===== config.mk =====
export PLATFORM = sky130hd
export DESIGN_NAME = uart_tx_fifo
export DESIGN_NICKNAME = d
export VERILOG_FILES = /design/src/rtl/uart_tx_fifo.sv
export SDC_FILE = /design/constraint.sdc
export NUM_CORES = 1
export LEC_CHECK = 0
export ABC_AREA = 1
export CELL_PAD_IN_SITES_DETAIL_PLACEMENT = 1
export CELL_PAD_IN_SITES_GLOBAL_PLACEMENT = 1
export CORE_MARGIN = 4
export CORE_UTILIZATION = 30
export CTS_CLUSTER_SIZE = 16
export DETAILED_ROUTE_END_ITERATION = 10
export DONT_BUFFER_PORTS = 1
export GPL_ROUTABILITY_DRIVEN = 1
export HOLD_SLACK_MARGIN = 0.15
export PLACE_DENSITY = 0.52
export SYNTH_ARGS = -nofsm -noshare
export SYNTH_HDL_FRONTEND = slang
export SYNTH_SLANG_ARGS = --single-unit

===== constraint.sdc =====
create_clock -name clk -period 2.37 [get_ports clk]
set_clock_uncertainty 0.1 [all_clocks]
set_input_delay 0.3555 -clock clk [delete_from_list [all_inputs] [get_ports clk]]
set_output_delay 0.3555 -clock clk [all_outputs]
set_load 0.005 [all_outputs]

===== src/rtl/uart_tx_fifo.sv =====
// Byte FIFO feeding a UART transmitter's start/data_in handshake, paced on busy.
// Optional UART_TXF_LEVEL_EN adds the registered fill level and almost_full outputs.
module uart_tx_fifo #(
  parameter int DEPTH = 16,
  parameter int AW    = 4
) (
  input  logic         clk,
  input  logic         rst,
  input  logic         wr_en,
  input  logic [7:0]   wr_data,
  output logic         full,
  output logic         empty,
  output logic         overflow,
  output logic         uart_start,
  output logic [7:0]   uart_data,
  input  logic         uart_busy
`ifdef UART_TXF_LEVEL_EN
  ,
  output logic [AW:0]  level,
  output logic         almost_full
`endif
);

  typedef enum logic [1:0] {
    IDLE   = 2'd0,
    LAUNCH = 2'd1,
    DRAIN  = 2'd2
  } state_t;

  localparam logic [AW:0] COUNT_FULL = (AW+1)'(DEPTH);
  localparam logic [AW:0] COUNT_AF   = (AW+1)'(DEPTH - 2);

  logic [7:0]    mem [DEPTH];
  logic [AW-1:0] wr_ptr_reg, rd_ptr_reg;
  logic [AW:0]   count_reg, count_next;
  logic          full_reg, empty_reg, overflow_reg;
  logic          uart_start_reg, start_next;
  logic [7:0]    uart_data_reg;
  state_t        state_reg, state_next;
  logic          push, pop;

  // Pushes are judged against the registered full flag, so a same-cycle pop never rescues them.
  assign push = wr_en && !full_reg;

  always_comb begin
    state_next = state_reg;
    pop        = 1'b0;
    case (state_reg)
      IDLE: begin
        if (!empty_reg && !uart_busy) begin
          pop        = 1'b1;
          state_next = LAUNCH;
        end
      end
      LAUNCH: begin
        if (uart_busy) state_next = DRAIN;
      end
      DRAIN: begin
        if (!uart_busy) state_next = IDLE;
      end
      default: state_next = IDLE;
    endcase
    start_next = (state_next == LAUNCH);
  end

  always_comb begin
    count_next = count_reg;
    if (push && !pop)
      count_next = count_reg + 1'b1;
    else if (!push && pop)
      count_next = count_reg - 1'b1;
  end

  // Storage array carries no reset so it can map onto block RAM.
  always_ff @(posedge clk) begin
    if (push) mem[wr_ptr_reg] <= wr_data;
  end

  always_ff @(posedge clk or negedge rst) begin
    if (!rst) begin
      state_reg      <= IDLE;
      wr_ptr_reg     <= '0;
      rd_ptr_reg     <= '0;
      count_reg      <= '0;
      full_reg       <= 1'b0;
      empty_reg      <= 1'b1;
      overflow_reg   <= 1'b0;
      uart_start_reg <= 1'b0;
      uart_data_reg  <= 8'h00;
    end else begin
      state_reg      <= state_next;
      count_reg      <= count_next;
      full_reg       <= (count_next == COUNT_FULL);
      empty_reg      <= (count_next == '0);
      overflow_reg   <= wr_en && full_reg;
      uart_start_reg <= start_next;
      if (push) wr_ptr_reg <= wr_ptr_reg + 1'b1;
      if (pop) begin
        rd_ptr_reg    <= rd_ptr_reg + 1'b1;
        uart_data_reg <= mem[rd_ptr_reg];
      end
    end
  end

  assign full       = full_reg;
  assign empty      = empty_reg;
  assign overflow   = overflow_reg;
  assign uart_start = uart_start_reg;
  assign uart_data  = uart_data_reg;

`ifdef UART_TXF_LEVEL_EN
  logic almost_full_reg;

  always_ff @(posedge clk or negedge rst) begin
    if (!rst) almost_full_reg <= 1'b0;
    else      almost_full_reg <= (count_next >= COUNT_AF);
  end

  assign level       = count_reg;
  assign almost_full = almost_full_reg;
`endif

endmodule


## Word level (Yosys, flattened, before mapping)

Memories as Yosys holds them, arrays and structs flattened. A register that Yosys moved wholly into a read port is not among the register bits.
Index checks and enable logic that the tools add are counted.

- Register bits: 19
- RAM bits: 128
- Bits of input ports: 12
- Memories kept: 1

- Add/sub/neg operators: 4
- Eq/ne operators: 4
- Mux-type cells: 10
- Reductions and logical operators: 13

Memories:

| memory | depth | width | read ports | clocked after Yosys merged registers in | wr ports | RTL line | text |
|---|---|---|---|---|---|---|---|
| mem | 16 | 8 | 1 | 1 | 1 | 33 | `logic [7:0] mem [DEPTH];` |

Operator list:

| cell | number |
|---|---|
| 5-bit 2-to-1 mux | 2 |
| 4-bit by 1-bit adder with 4-bit output (second input constant) | 2 |
| 1-bit logical NOT | 6 |
| 2-bit 2-to-1 mux | 3 |
| 2-bit one-hot mux with 3 select lines | 1 |
| 5-bit by 1-bit adder with 5-bit output (second input constant) | 1 |
| 5-bit equality test (second input constant) | 1 |
| 1-bit logical AND | 5 |
| 5-bit logical NOT | 1 |
| 5-bit by 1-bit subtractor with 5-bit output (second input constant) | 1 |
| 2-bit by 1-bit equality test with 1-bit output (second input constant) | 2 |
| 1-bit 2-to-1 mux | 4 |
| 2-bit equality test (second input constant) | 1 |
| 2-bit logical NOT | 1 |

## Depth between registers and ports, before layout

- Depth after elaboration: 8
- Mapped depth: 11
- Gate-level depth less buffers: 10

## Least setup slack after synthesis

Ideal clock, no wire load.

- Path kind: register -> register
- Start: register full_reg, in the netlist full
- End: memory mem[11][0], enable pin
- Data arrival time: 1.239 ns
- Required time: 1.900 ns
- Setup slack: 0.661 ns
- Cell stages (with the launch flop): 7
- Path buffers: 1
- Clock period less this slack: 1.709 ns
- Path through: dfrtp_1 inv_2 nand2_4 inv_4 buf_6 nand2_1 nor2_1

- Longest elaborated chain between the ends: 4

Ends and longest elaborated chain:

| element | RTL line | text |
|---|---|---|
| start, declared | 36 | `logic full_reg, empty_reg, overflow_reg;` |
| start signal, assigned | 93 | `full_reg <= (count_next == COUNT_FULL);` |
| 1-bit logical NOT | 43 | `assign push = wr_en && !full_reg;` |
| 1-bit logical AND | 43 |  |
| 1-bit 2-to-1 mux | 76 | `if (push) mem[wr_ptr_reg] <= wr_data;` |
| 1-bit 2-to-1 mux (not written as such) | 76 |  |
| end, declared | 33 |  |

Every way passes these cells.

## Worst setup path after layout

- Start: input port uart_busy
- End: register empty_reg, in the netlist empty

- Longest elaborated chain between the ends: 8
- Elaborated cells on any way between the ends: 10

Ends and longest elaborated chain:

| element | RTL line | text |
|---|---|---|
| start, declared | 16 | `input logic uart_busy` |
| 1-bit logical NOT * | -- |  |
| 1-bit logical AND * | 50 | `if (!empty_reg && !uart_busy) begin` |
| 1-bit 2-to-1 mux * | 50 |  |
| 1-bit 2-to-1 mux * | 48 | `case (state_reg)` |
| 1-bit logical AND or 1-bit logical NOT (tied branches) | 70, 68 |  |
| 5-bit 2-to-1 mux or 1-bit logical AND (tied branches) | 70, 68 |  |
| 5-bit 2-to-1 mux * | 68 | `if (push && !pop)` |
| named net count_next[0] | 35 | `logic [AW:0] count_reg, count_next;` |
| 5-bit logical NOT * | 94 | `empty_reg <= (count_next == '0);` |
| end signal, assigned | 94 |  |
| end, declared | 36 |  |

The timed path passes the listed nets; every way through them passes the cells marked *.
A chain may end at the register's enable or synchronous reset.

==> flow_summary.ini <==
[clocking]
cts_buffers = 17
insertion_delay_ns = 0.43
clk_pin_slew_ns = 0.06
cts_resized = 0
hold_buffers = 12
htree_levels = 4
cts_setup_buffers = 0
clock-root-buffer = clkbuf_16
cts_tree = done
clkSinkCount = 155
clockBufferDepth = 2

[timing]
setup_viol_count_final = 0
fin_ws_ns = 0.576
tightest_slew_ns = 0.867
finalHoldViolations = 0
min_period_over_period_pct = 75.7
slew_violations = 0
rsz0062_at_grt = no
period_minus_slack_ns = 1.79
fmax_mhz = 557
tns_ns = 0
relSlewSlack_pct = 42.0

[grt]
antenna_found_initial = 0
overflow = 0
grt_max_degree = 56
grt_usage_pct = 15.5
grt.busiest_layer = met2
met3_usage_pct = 3.64
grt_pass1_wl_mm = 28.0
grt_pass1_vias = 4611
met1_usage_pct = 20.4
gr-usage-met2_pct = 25.7

[placement]
placed_area_um2 = 6900
dp_hpwl_mm = 11.5
placement.io_buffers = 0
dp_slack_ns = 0.611
gp_congestion = 0.777

[power_and_ir_drop]
clockPowerShare_pct = 28.9
p_leak_nw = 2.91
seqPwrFrac_pct = 39.4
swShare_pct = 36.8
power_switching_mw = 3.45
combPwrFrac_pct = 31.7
p_int_mw = 5.94
pwr_density_cell_nw_per_um2 = 1230
ir_drop_uv = 554

[logic_synthesis]
syn-cell-area_um2 = 6500
synth.yosys.warnings = 0
synth.distinct_cells = 27
ys_ff_latch = 155
syn_area_per_cell_um2 = 11.3
syn_nets = 594
synthCells = 575
synth_area_leaders = edfxtp_1 59%, nand2_1 11%, dfrtp_1 10%
yosys.area.top_type_share_pct = 59.2
ys_seq_area_share_pct = 69.6
netlist.top_cell.by_area = edfxtp_1

[routing]
drt-vias-per-instance = 4.83
totalWireLength_mm = 17.8
drc = 0
avgRoutedWirePerCell_um = 19.9
drt_pass1_iterations = 6
drt-initial-drc-count = 226
num_vias = 4302
detail-route-antenna-nets = 0

[finish]
antenna_cells = 0
finalNetCount = 622
largest_reg_flops = 128
fin_area_um2 = 7610
drive_gt1_share_pct = 12.0
syn2layout_area_growth_pct = 17.1
final_core_util_pct = 36.0

[floorplanning]
core_um2 = 21200
start_util_pct = 30.7
fp.dieW_um = 155
io_pins = 24
std_cell_rows = 53
dieArea_um2 = 24100
die_h_um = 155

[setup_path]
setup.worst_path.end_class = flop
critPathArrivalTime_ns = 2.06
worstPathRequired_ns = 2.63
cp-start-kind = input pin
critPathMaxFanout = 15
worst-setup-path-type = in -> reg

[outcome]
status = completed

[flow_run]
maxCapViolCount = 0

[worst_hold_path]
hold_class = in -> async
==> logic make-up (layout without fill, tap and decap cells) <==
group	Yosys count	count (layout)	synth area share, %
AND/OR/NAND/NOR	333	333	22.4
flip-flops	155	155	69.6
buffers and inverters	48	89	3.62
AO/OA/AOI/OAI	24	24	1.93
XOR/XNOR	8	8	1.08
adder cells (fa/ha/maj)	7	7	1.35
==> Yosys cell counts <==
library cell  instances
nand2_1             186
edfxtp_1            128
nand3_1             104
nor2_1               30
dfrtp_1              26
a21oi_1              17
buf_2                12
inv_1                11
xor2_1                8
ha_1                  7
inv_2                 7
buf_4                 6
buf_1                 4
clkbuf_1              4
nand4_1               4
nand2_4               3
o21ai_1               3
a211oi_1              2
buf_6                 2
nand3_2               2
nor2_4                2
o21ai_0               2
clkinv_1              1
dfstp_2               1
inv_4                 1
nor2_8                1
nor3_1                1
==> layout make-up <==
class / count / area, um2
clock buffers: 18 / 429
clock inverters: 14 / 154
fillers: 2306 / 13500
inverters: 20 / 77.6
multi-input cells: 372 / 1740
flip-flops and latches: 155 / 4520
well taps: 275 / 344
repair buffers: 37 / 343
==> worst max-delay path: stages <==
cell and delay [ns]:
dlygate4sd3_1 0.63, nor2_4 0.16, nand2_4 0.18, nand2_4 0.15, inv_2 0.06, o21ai_1 0.11, nand2_1 0.07, nor2_1 0.14
nand2_1 0.09, nor2_1 0.09
==> placed cells by master, fill, tap and decap left out, types with 6 or more instances in the layout <==
cell | netlist | final
clkbuf_16 | 0 | 17
buf_4 | 6 | 23
dfrtp_1 | 26 | 25
inv_1 | 11 | 11
nor2_1 | 30 | 30
nand3_1 | 104 | 104
inv_2 | 7 | 7
dlygate4sd3_1 | 0 | 11
ha_1 | 7 | 7
a21oi_1 | 17 | 17
clkinv_2 | 0 | 6
xor2_1 | 8 | 8
nand2_1 | 186 | 186
edfxtp_1 | 128 | 128
==> per-layer routing <==
metal,share of wire [%],vias to the layer above
met3,2.9,20
met2,49,56
met5,0,-
met4,1.8,0
li1,-,2035
met1,46,2191
==> worst paths after layout <==
check                                           from                        to  slack [ns]  cells past startpoint
min                                              rst  uart_data[2]$_DFFE_PN0P_        0.28                      2
max reg2reg                rd_ptr_reg[1]$_DFFE_PN0P_  uart_data[0]$_DFFE_PN0P_        0.62                      6
min reg2reg                   state_reg[1]$_DFF_PN0_    state_reg[0]$_DFF_PN0_        0.45                      1
max                                        uart_busy           empty$_DFF_PN1_        0.58                     10
min in group clk              state_reg[1]$_DFF_PN0_    state_reg[0]$_DFF_PN0_        0.45                      1
max in group asynchronous                        rst           empty$_DFF_PN1_        1.65                      2
==> per-stage QoR <==
stage | instances | hold slack, ns | power [mW]
6_report | 891 | 0.282 | 9.39
5_1_grt | 891 | 0.275 | 10.0
2_1_floorplan | 575 | -0.0401 | 5.66
3_3_place_gp | 847 | -0.0393 | 6.65
4_1_cts | 891 | 0.249 | 9.55
3_5_place_dp | 847 | -0.0394 | 6.72
==> power by group through the flow <==
| stage | Sequential [mW] | Combinational [mW] | Clock (mW) |
|---|---|---|---|
| after floorplan | 3.60 | 2.06 | 0 |
| after global placement | 3.75 | 2.90 | 0 |
| after detailed placement | 3.76 | 2.96 | 0 |
| after CTS | 3.71 | 3.05 | 2.79 |
| after global routing | 3.75 | 3.38 | 2.91 |
| final | 3.70 | 2.98 | 2.71 |
(Power assumes the default switching activity.)
